$ cat config.mk
export PLATFORM = sky130hd
export DESIGN_NAME = seq_addsub
export DESIGN_NICKNAME = d
export VERILOG_FILES = /design/src/rtl/alu_pkg.sv /design/src/rtl/chunk_adder.sv /design/src/rtl/seq_addsub.sv
export SDC_FILE = /design/constraint.sdc
export NUM_CORES = 1
export LEC_CHECK = 0
export ABC_AREA = 1
export CELL_PAD_IN_SITES_DETAIL_PLACEMENT = 0
export CELL_PAD_IN_SITES_GLOBAL_PLACEMENT = 1
export CORE_UTILIZATION = 41
export CTS_CLUSTER_DIAMETER = 40
export DETAILED_ROUTE_END_ITERATION = 10
export HOLD_SLACK_MARGIN = 0.08
export PLACE_DENSITY = 0.94
export SYNTH_ARGS = -nofsm -noshare
export SYNTH_HDL_FRONTEND = slang
export SYNTH_SLANG_ARGS = --single-unit
export TNS_END_PERCENT = 100
$ cat constraint.sdc
create_clock -name clk -period 4.4 [get_ports clk]
set_input_delay 0.66 -clock clk [delete_from_list [all_inputs] [get_ports clk]]
set_output_delay 0.66 -clock clk [all_outputs]
set_load 0.03 [all_outputs]
$ cat src/rtl/alu_pkg.sv
// Shared ALU datapath types: operation encodings, sequencer states and a
// small signed-overflow helper used by the multi-cycle adder/subtractor.
package alu_pkg;

   typedef enum logic [1:0] {
      OP_ADD = 2'd0,
      OP_ADC = 2'd1,
      OP_SUB = 2'd2,
      OP_SBB = 2'd3
   } op_t;

   typedef enum logic [1:0] {
      S_IDLE = 2'd0,
      S_BUSY = 2'd1,
      S_DONE = 2'd2
   } state_t;

   // Two's-complement overflow: both addends share a sign and the sum's
   // sign differs from it.
   function automatic logic signed_ovr(input logic a_msb,
                                       input logic b_msb,
                                       input logic r_msb);
      signed_ovr = (a_msb == b_msb) && (r_msb != a_msb);
   endfunction

endpackage

$ cat src/rtl/chunk_adder.sv
// Combinational CHUNK-bit adder with carry-in and carry-out; one slice of
// the sequential adder/subtractor.
module chunk_adder #(
   parameter int CHUNK = 8
) (
   input  logic [CHUNK-1:0] a,
   input  logic [CHUNK-1:0] b,
   input  logic             cin,
   output logic [CHUNK-1:0] sum,
   output logic             cout
);

   logic [CHUNK:0] total_s;

   // Widen by one bit so the top bit of the sum is the chunk carry.
   always_comb begin
      total_s = {1'b0, a} + {1'b0, b} + {{CHUNK{1'b0}}, cin};
   end

   assign sum  = total_s[CHUNK-1:0];
   assign cout = total_s[CHUNK];

endmodule

$ cat src/rtl/seq_addsub.sv
// Multi-cycle adder/subtractor: processes WIDTH bits CHUNK at a time,
// chaining the carry between chunks, with valid/ready on both sides and
// carry/overflow/zero/negative flags registered with the final chunk.
module seq_addsub
   import alu_pkg::*;
#(
   parameter int WIDTH = 16,
   parameter int CHUNK = 8
) (
   input  logic             clk,
   input  logic             rst_n,
   input  logic             in_valid,
   output logic             in_ready,
   input  logic [WIDTH-1:0] a,
   input  logic [WIDTH-1:0] b,
   input  logic             c_in,
   input  logic [1:0]       op,
   output logic             out_valid,
   input  logic             out_ready,
   output logic [WIDTH-1:0] result,
   output logic             c_out,
   output logic             ovr,
   output logic             zero,
   output logic             neg
);

   localparam int NCHUNK = WIDTH / CHUNK;
   localparam int KW     = (NCHUNK > 1) ? $clog2(NCHUNK) : 1;
   localparam logic [KW-1:0] K_LAST = KW'(NCHUNK - 1);

   generate
      if ((CHUNK < 1) || ((WIDTH % CHUNK) != 0)) begin : g_bad_params
         $error("seq_addsub: WIDTH must be a non-zero multiple of CHUNK");
      end
   endgenerate

   state_t            state_r;
   logic [KW-1:0]     k_r;
   logic [WIDTH-1:0]  a_r;
   logic [WIDTH-1:0]  b_r;
   logic              carry_r;
   logic [WIDTH-1:0]  result_r;
   logic              c_out_r;
   logic              ovr_r;
   logic              zero_r;
   logic              neg_r;
   logic              in_ready_r;
   logic              out_valid_r;

   logic [WIDTH-1:0]  b_eff_s;
   logic              carry_init_s;
   logic [CHUNK-1:0]  a_chunk_s;
   logic [CHUNK-1:0]  b_chunk_s;
   logic [CHUNK-1:0]  sum_s;
   logic              cout_s;
   logic [WIDTH-1:0]  res_next_s;

   // Decode op into the effective B operand and the initial carry.
   always_comb begin
      b_eff_s      = b;
      carry_init_s = 1'b0;
      case (op_t'(op))
         OP_ADD: begin
            b_eff_s      = b;
            carry_init_s = 1'b0;
         end
         OP_ADC: begin
            b_eff_s      = b;
            carry_init_s = c_in;
         end
         OP_SUB: begin
            b_eff_s      = ~b;
            carry_init_s = 1'b1;
         end
         OP_SBB: begin
            b_eff_s      = ~b;
            carry_init_s = c_in;
         end
         default: begin
            b_eff_s      = b;
            carry_init_s = 1'b0;
         end
      endcase
   end

   // Select chunk k of the latched operands for the shared chunk adder.
   always_comb begin
      a_chunk_s = {CHUNK{1'b0}};
      b_chunk_s = {CHUNK{1'b0}};
      for (int i = 0; i < NCHUNK; i++) begin
         a_chunk_s = a_chunk_s |
                     ((k_r == KW'(i)) ? a_r[i*CHUNK +: CHUNK] : {CHUNK{1'b0}});
         b_chunk_s = b_chunk_s |
                     ((k_r == KW'(i)) ? b_r[i*CHUNK +: CHUNK] : {CHUNK{1'b0}});
      end
   end

   chunk_adder #(
      .CHUNK (CHUNK)
   ) u_chunk_adder (
      .a    (a_chunk_s),
      .b    (b_chunk_s),
      .cin  (carry_r),
      .sum  (sum_s),
      .cout (cout_s)
   );

   // Result as it will look after this cycle's chunk is written; the flags
   // on the last chunk are taken from this so they see the final MSB.
   always_comb begin
      res_next_s = result_r;
      for (int i = 0; i < NCHUNK; i++) begin
         res_next_s[i*CHUNK +: CHUNK] = (k_r == KW'(i)) ? sum_s
                                                       : result_r[i*CHUNK +: CHUNK];
      end
   end

   // Sequencer: accept in IDLE, one chunk per BUSY cycle, hold in DONE.
   always_ff @(posedge clk or negedge rst_n) begin
      if (!rst_n) begin
         state_r     <= S_IDLE;
         k_r         <= {KW{1'b0}};
         a_r         <= {WIDTH{1'b0}};
         b_r         <= {WIDTH{1'b0}};
         carry_r     <= 1'b0;
         result_r    <= {WIDTH{1'b0}};
         c_out_r     <= 1'b0;
         ovr_r       <= 1'b0;
         zero_r      <= 1'b0;
         neg_r       <= 1'b0;
         in_ready_r  <= 1'b1;
         out_valid_r <= 1'b0;
      end else begin
         case (state_r)
            S_IDLE: begin
               if (in_valid) begin
                  a_r        <= a;
                  b_r        <= b_eff_s;
                  carry_r    <= carry_init_s;
                  k_r        <= {KW{1'b0}};
                  state_r    <= S_BUSY;
                  in_ready_r <= 1'b0;
               end else begin
                  state_r    <= S_IDLE;
               end
            end
            S_BUSY: begin
               result_r <= res_next_s;
               carry_r  <= cout_s;
               if (k_r == K_LAST) begin
                  state_r     <= S_DONE;
                  out_valid_r <= 1'b1;
                  c_out_r     <= cout_s;
                  ovr_r       <= signed_ovr(a_r[WIDTH-1], b_r[WIDTH-1],
                                            res_next_s[WIDTH-1]);
                  zero_r      <= (res_next_s == {WIDTH{1'b0}});
                  neg_r       <= res_next_s[WIDTH-1];
               end else begin
                  k_r <= k_r + KW'(1);
               end
            end
            S_DONE: begin
               if (out_ready) begin
                  state_r     <= S_IDLE;
                  out_valid_r <= 1'b0;
                  in_ready_r  <= 1'b1;
               end else begin
                  state_r     <= S_DONE;
               end
            end
            default: begin
               state_r     <= S_IDLE;
               k_r         <= {KW{1'b0}};
               out_valid_r <= 1'b0;
               in_ready_r  <= 1'b1;
            end
         endcase
      end
   end

   assign in_ready  = in_ready_r;
   assign out_valid = out_valid_r;
   assign result    = result_r;
   assign c_out     = c_out_r;
   assign ovr       = ovr_r;
   assign zero      = zero_r;
   assign neg       = neg_r;

endmodule

# Yosys cells after proc, flatten, opt, wreduce, memory -nomap -nowiden
# Cells that the tools add are included.
# totals
ff_bits	58
elab_cells	67
output_inout_bits	22
# classes
n_addsub	3
n_mux	22
n_reduce_logical	14
n_eq_ne	10
bitwise	6
# op_table
op	n
8-bit 2-to-1 mux	6
16-bit one-hot mux with 2 select lines	1
16-bit zero test	1
16-bit NOT	1
8-bit OR	2
1-bit one-hot mux with 3 select lines	4
8-bit by 8-bit adder with 9-bit output	1
9-bit by 1-bit adder with 9-bit output	1
2-bit AND reduction	4
1-bit 2-to-1 mux	7
2-bit equality test (second input constant)	3
2-bit inequality test (second input constant)	3
2-bit one-hot mux with 3 select lines	1
3-bit AND reduction	2
2-bit OR reduction	3
2-bit by 1-bit equality test with 1-bit output (second input constant)	2
2-bit zero test	2
2-bit 2-to-1 mux	2
1-bit NOT	3
1-bit one-hot mux with 2 select lines	1
2-bit nonzero test	1
1-bit adder (second input constant)	1
1-bit equality test	1
1-bit logical AND	1
1-bit inequality test	1

# Logic depth before layout (Yosys ltp)
# logic_depth
word_depth	7
ltp_mapped	16
depth_no_buf	15

# By module
# From an unflattened synthesis, not the netlist that was laid out.
# hier_totals
cells_unflattened	394
hier_area_um2	3096.7
# by_module_without_submodules
mod	cells_each	seq_area_each_um2	instances	area_each_um2
seq_addsub	335	1452.6	1	2712.6
chunk_adder	59	0.0	1	384.1

# Worst setup path before layout
# OpenSTA, ideal clock, no wires.
# synth_path
path_kind	register to register
from	reg k_r
to	reg zero_r (netlist: zero)
arrival_ps	2342
n_path_buf	2
setup_slack_ps	1992
t_required_ps	4335
stages_incl_launch_ff	14
period_less_slack_ps	2408
setup_time_ps	65
path_cell_list	dfrtp_1 buf_4 clkbuf_1 nand2_1 o21ai_0 fa_1 inv_1 fa_1 nor3_1 o21bai_1 nand3_1 nor2_1 nand3_1 nand2_1
# synth_between
elab_chain_cells	6
word_cells_on_any_way	12
cone_classes	add/sub: 2; mux: 6; bitwise: 2; reduce/logical: 2
# synth_rtl
element	line	rtl
start: declaration	seq_addsub.sv:38	logic [KW-1:0] k_r;
start signal: assignment	seq_addsub.sv:122	k_r <= {KW{1'b0}};
start signal: assignment	seq_addsub.sv:140	k_r <= {KW{1'b0}};
start signal: assignment	seq_addsub.sv:159	k_r <= k_r + KW'(1);
8-bit 2-to-1 mux, on equally long branches	seq_addsub.sv:92, seq_addsub.sv:94	
8-bit OR, on equally long branches	seq_addsub.sv:91, seq_addsub.sv:93	
8-bit by 8-bit adder with 9-bit output	chunk_adder.sv:17	total_s = {1'b0, a} + {1'b0, b} + {{CHUNK{1'b0}}, cin};
9-bit by 1-bit adder with 9-bit output	chunk_adder.sv:17	
8-bit 2-to-1 mux	seq_addsub.sv:113	res_next_s[i*CHUNK +: CHUNK] = (k_r == KW'(i)) ? sum_s
16-bit zero test	seq_addsub.sv:156	zero_r <= (res_next_s == {WIDTH{1'b0}});
end signal: assignment	seq_addsub.sv:156	
end: declaration	seq_addsub.sv:45	logic zero_r;
# Several ways; a longest one is shown, not always the timed one.
# A chain may end at the register's enable or synchronous reset.

# Final worst setup path
# layout_path
from	reg k_r
to	reg result_r[6] (netlist: result[6])
# layout_between
elab_chain_cells	5
word_cells_on_any_way	9
cone_classes	add/sub: 2; mux: 5; bitwise: 2
# layout_rtl
element	line	rtl
8-bit 2-to-1 mux, on equally long branches	seq_addsub.sv:92, seq_addsub.sv:94	
8-bit OR, on equally long branches	seq_addsub.sv:91, seq_addsub.sv:93	
8-bit by 8-bit adder with 9-bit output	chunk_adder.sv:17	
9-bit by 1-bit adder with 9-bit output	chunk_adder.sv:17	
8-bit 2-to-1 mux *	seq_addsub.sv:113	
end signal: assignment	seq_addsub.sv:126	result_r <= {WIDTH{1'b0}};
end signal: assignment	seq_addsub.sv:148	result_r <= res_next_s;
end: declaration	seq_addsub.sv:42	logic [WIDTH-1:0] result_r;
# Every way passes the cells marked *; elsewhere a longest branch is shown, timed or not.

==> impl_metrics.json <==
{
  "outcome": "completed",
  "finalPower_mw": 3.29,
  "core_um2": 7250,
  "final_layout_size_suffix_gt1_frac": 0.0659,
  "startpoint_type": "flip-flop",
  "synth_most_common_cell": "nand2_1",
  "setup_ws_ns": 1.38,
  "hold_violations": 0,
  "gp_congestion": 0.915,
  "drt-met1-wl_um": 3050,
  "grt.overflow.total": 0,
  "period_minus_slack_ns": 3.02,
  "clk_latency_ns": 0.34,
  "reg2reg_slack_ns": 1.38,
  "worstRegToRegCells": 12,
  "cp_data_required_time_ns": 4.64,
  "wl_met2_um": 3030,
  "worst_slew_pin_slew_ns": 0.888,
  "grt_setup_unrepaired": "false",
  "die_area_um2": 7880,
  "p_leak_nw": 1.96,
  "crit_fanout": 30,
  "fp.dieH_um": 88.8,
  "crit_path_frequent_cell": "nand2_1",
  "hold_path_class": "primary input to asynchronous set/reset pin",
  "synth_top_area_cell": "dfrtp_1",
  "die_x_um": 88.8,
  "post-route-drc-count": 0,
  "fill_cells": 719,
  "fmax_ghz": 0.331,
  "synth_edf_count": 0,
  "slowest_stage": "dfrtp_1",
  "clock-root-buffer": "clkbuf_8",
  "clkSlewWorstSetupHoldPaths_ns": 0.07,
  "maxCapViolations": 0,
  "dp_hpwl_um": 4900,
  "highest_layer": "met4",
  "path_delay_family": "flip-flops",
  "avgViaCountPerCell": 4.63,
  "antenna_found_initial": 0,
  "cts_setup_buffers": 0,
  "synth_top_area_share": 0.462,
  "fin_tns_setup_ns": 0,
  "endpoint_kind": "flip-flop",
  "synth_seq_cells": 58,
  "antenna_left": 0,
  "pre_cts_ws_ns": 1.40,
  "reg2reg_from": "k_r$_DFFE_PN0P_",
  "fin_crit_sh": 0.687,
  "ys_warn_count": 0,
  "grt_pass1_vias": 2348,
  "firstDrtPassIters": 4,
  "num_rows": 31,
  "skew_ns": 0.00719,
  "synthesis.area_um2": 3090,
  "htreeDepth": 3,
  "ys_types": 32,
  "syn_nets": 441,
  "ir_drop_uv": 318,
  "track_usage": 0.187,
  "synthTopCellsByArea": "dfrtp_1 (46%), nand2_1 (19%), inv_1 (5.2%), o21ai_1 (4.1%), ha_1 (2.8%)",
  "vias": 2564,
  "cts_hold_buf": 0,
  "cp.buffers_inverters": 2,
  "slew_violations": 0,
  "grt_max_degree": 59,
  "synth_common_cells": "nand2_1 (156), dfrtp_1 (57), inv_1 (43)",
  "synthCells": 393,
  "wl_per_cell_um": 11.8,
  "r2r-end": "result[6]$_DFFE_PN0P_",
  "numCtsBuffers": 9,
  "ys_seq_area_frac": 0.471,
  "synth_top_flop_cell": "dfrtp_1",
  "cts_tree": "yes",
  "maxSlewHeadroom": 0.408,
  "areaGrowthSynthToFinish_pct": 27.0,
  "ctsResizeCount": 0,
  "async_flop_share": 1.00,
  "final_nets": 498,
  "start_util": 0.426,
  "io_buffers": 60,
  "grt_pass1_wl_um": 10800,
  "multi_input_area_um2": 1380,
  "ios": 61,
  "insertedDiodeCount": 0,
  "syn_avg_cell_area_um2": 7.85,
  "clock_path_buffers": 2,
  "wl_met3_um": 255,
  "drt_wl_total_um": 6560,
  "critPathArrivalTime_ns": 3.26,
  "crit_chain": "inv_1, nand2_1, nand2_1, fa_1, nand2_1, nand2_1, a21oi_2, o21bai_1, xnor2_1, nand2_1, nand2_1, inv_1",
  "first_iter_violations": 97,
  "slowest_delay_ns": 0.92,
  "setup_viol": 0,
  "p_per_area_nw_per_um2": 839,
  "criticalPathCategory": "flip-flop to flip-flop",
  "cts_sinks": 58,
  "regArea_um2": 1450
}
## cells by family (layout without fill, tap and decap cells)
family | count (synthesis) | in the layout | share of synthesized area
AND/OR/NAND/NOR | 190 | 190 | 0.247
buffers and inverters | 62 | 124 | 0.0843
flip-flops | 58 | 58 | 0.471
AO/OA/AOI/OAI | 52 | 52 | 0.0932
XOR/XNOR | 19 | 19 | 0.0539
adder cells (fa/ha/maj) | 9 | 9 | 0.0413
multiplexers | 3 | 3 | 0.00973
## layout make-up
| type | instances | area share |
|---|---|---|
| flip-flops and latches | 58 | 0.371 |
| clock buffers | 14 | 0.0441 |
| repair buffers | 62 | 0.156 |
| multi-input cells | 273 | 0.351 |
| clock inverters | 2 | 0.00255 |
| inverters | 46 | 0.0441 |
| well taps | 99 | 0.0316 |
## worst max path at each step
stage	slack (ns)	cells after the start	end	start
finish	1.38	12	result[6]$_DFFE_PN0P_	k_r$_DFFE_PN0P_
CTS	1.39	12	result[6]$_DFFE_PN0P_	k_r$_DFFE_PN0P_
floorplan	1.99	13	zero$_DFFE_PN0P_	k_r$_DFFE_PN0P_
global route	1.03	12	result[6]$_DFFE_PN0P_	k_r$_DFFE_PN0P_
detailed placement	1.40	12	result[6]$_DFFE_PN0P_	k_r$_DFFE_PN0P_
global placement	1.50	12	result[6]$_DFFE_PN0P_	k_r$_DFFE_PN0P_
## registers in the layout, summed over array words and instances (netlist names)
name	count
neg	1
state_r	2
a_r	16
carry_r	1
result	16
out_valid	1
k_r	1
in_ready	1
b_r	16
zero	1
c_out	1
ovr	1
## cells in the final DEF (no fill, tap or decap), types with 2 or more instances in the layout
cell             instances
a21oi_1                  2
a21oi_2                  2
buf_4                    2
clkbuf_1                 2
clkbuf_8                12
clkdlybuf4s50_1         59
clkinv_2                 2
dfrtp_1                 57
fa_1                     2
ha_1                     7
inv_1                   43
inv_2                    3
mux2i_1                  3
nand2_1                156
nand2_2                  2
nand3_1                 16
nor2_1                   8
nor2_2                   2
nor3_1                   2
o21ai_0                 16
o21ai_1                 25
o21bai_1                 3
xnor2_1                  9
xor2_1                  10
## metrics by stage
step                area, um^2  std cells   util  hold slack [ns]
finish                    3920        554  0.540            0.454
global route              3920        554  0.540            0.501
CTS                       3920        554  0.540            0.473
detailed placement        3740        538  0.515            0.461
global placement          3740        538  0.515            0.457
floorplan                 3090        393      -            0.364
## layer usage
layer | GRT usage | vias up
li1 | - | 1332
met5 | 0 | -
met1 | 0.233 | 1159
met3 | 0.0345 | 14
met4 | 0.114 | 0
met2 | 0.301 | 59
## worst reg2reg max path: stages (launching register included)
cell      delay [ns]
dfrtp_1         0.92
inv_1           0.45
nand2_1         0.15
nand2_1         0.11
fa_1            0.45
nand2_1         0.10
nand2_1         0.06
a21oi_2         0.17
o21bai_1        0.09
xnor2_1         0.23
nand2_1         0.08
nand2_1         0.06
inv_1           0.03
## power by group
group          internal, mW  switching [mW]  leakage, nW
clock network         0.249           0.205       0.0965
registers             0.791           0.181        0.715
logic                 0.698            1.16         1.15
total                  1.74            1.55         1.96
(Power assumes the default switching activity.)
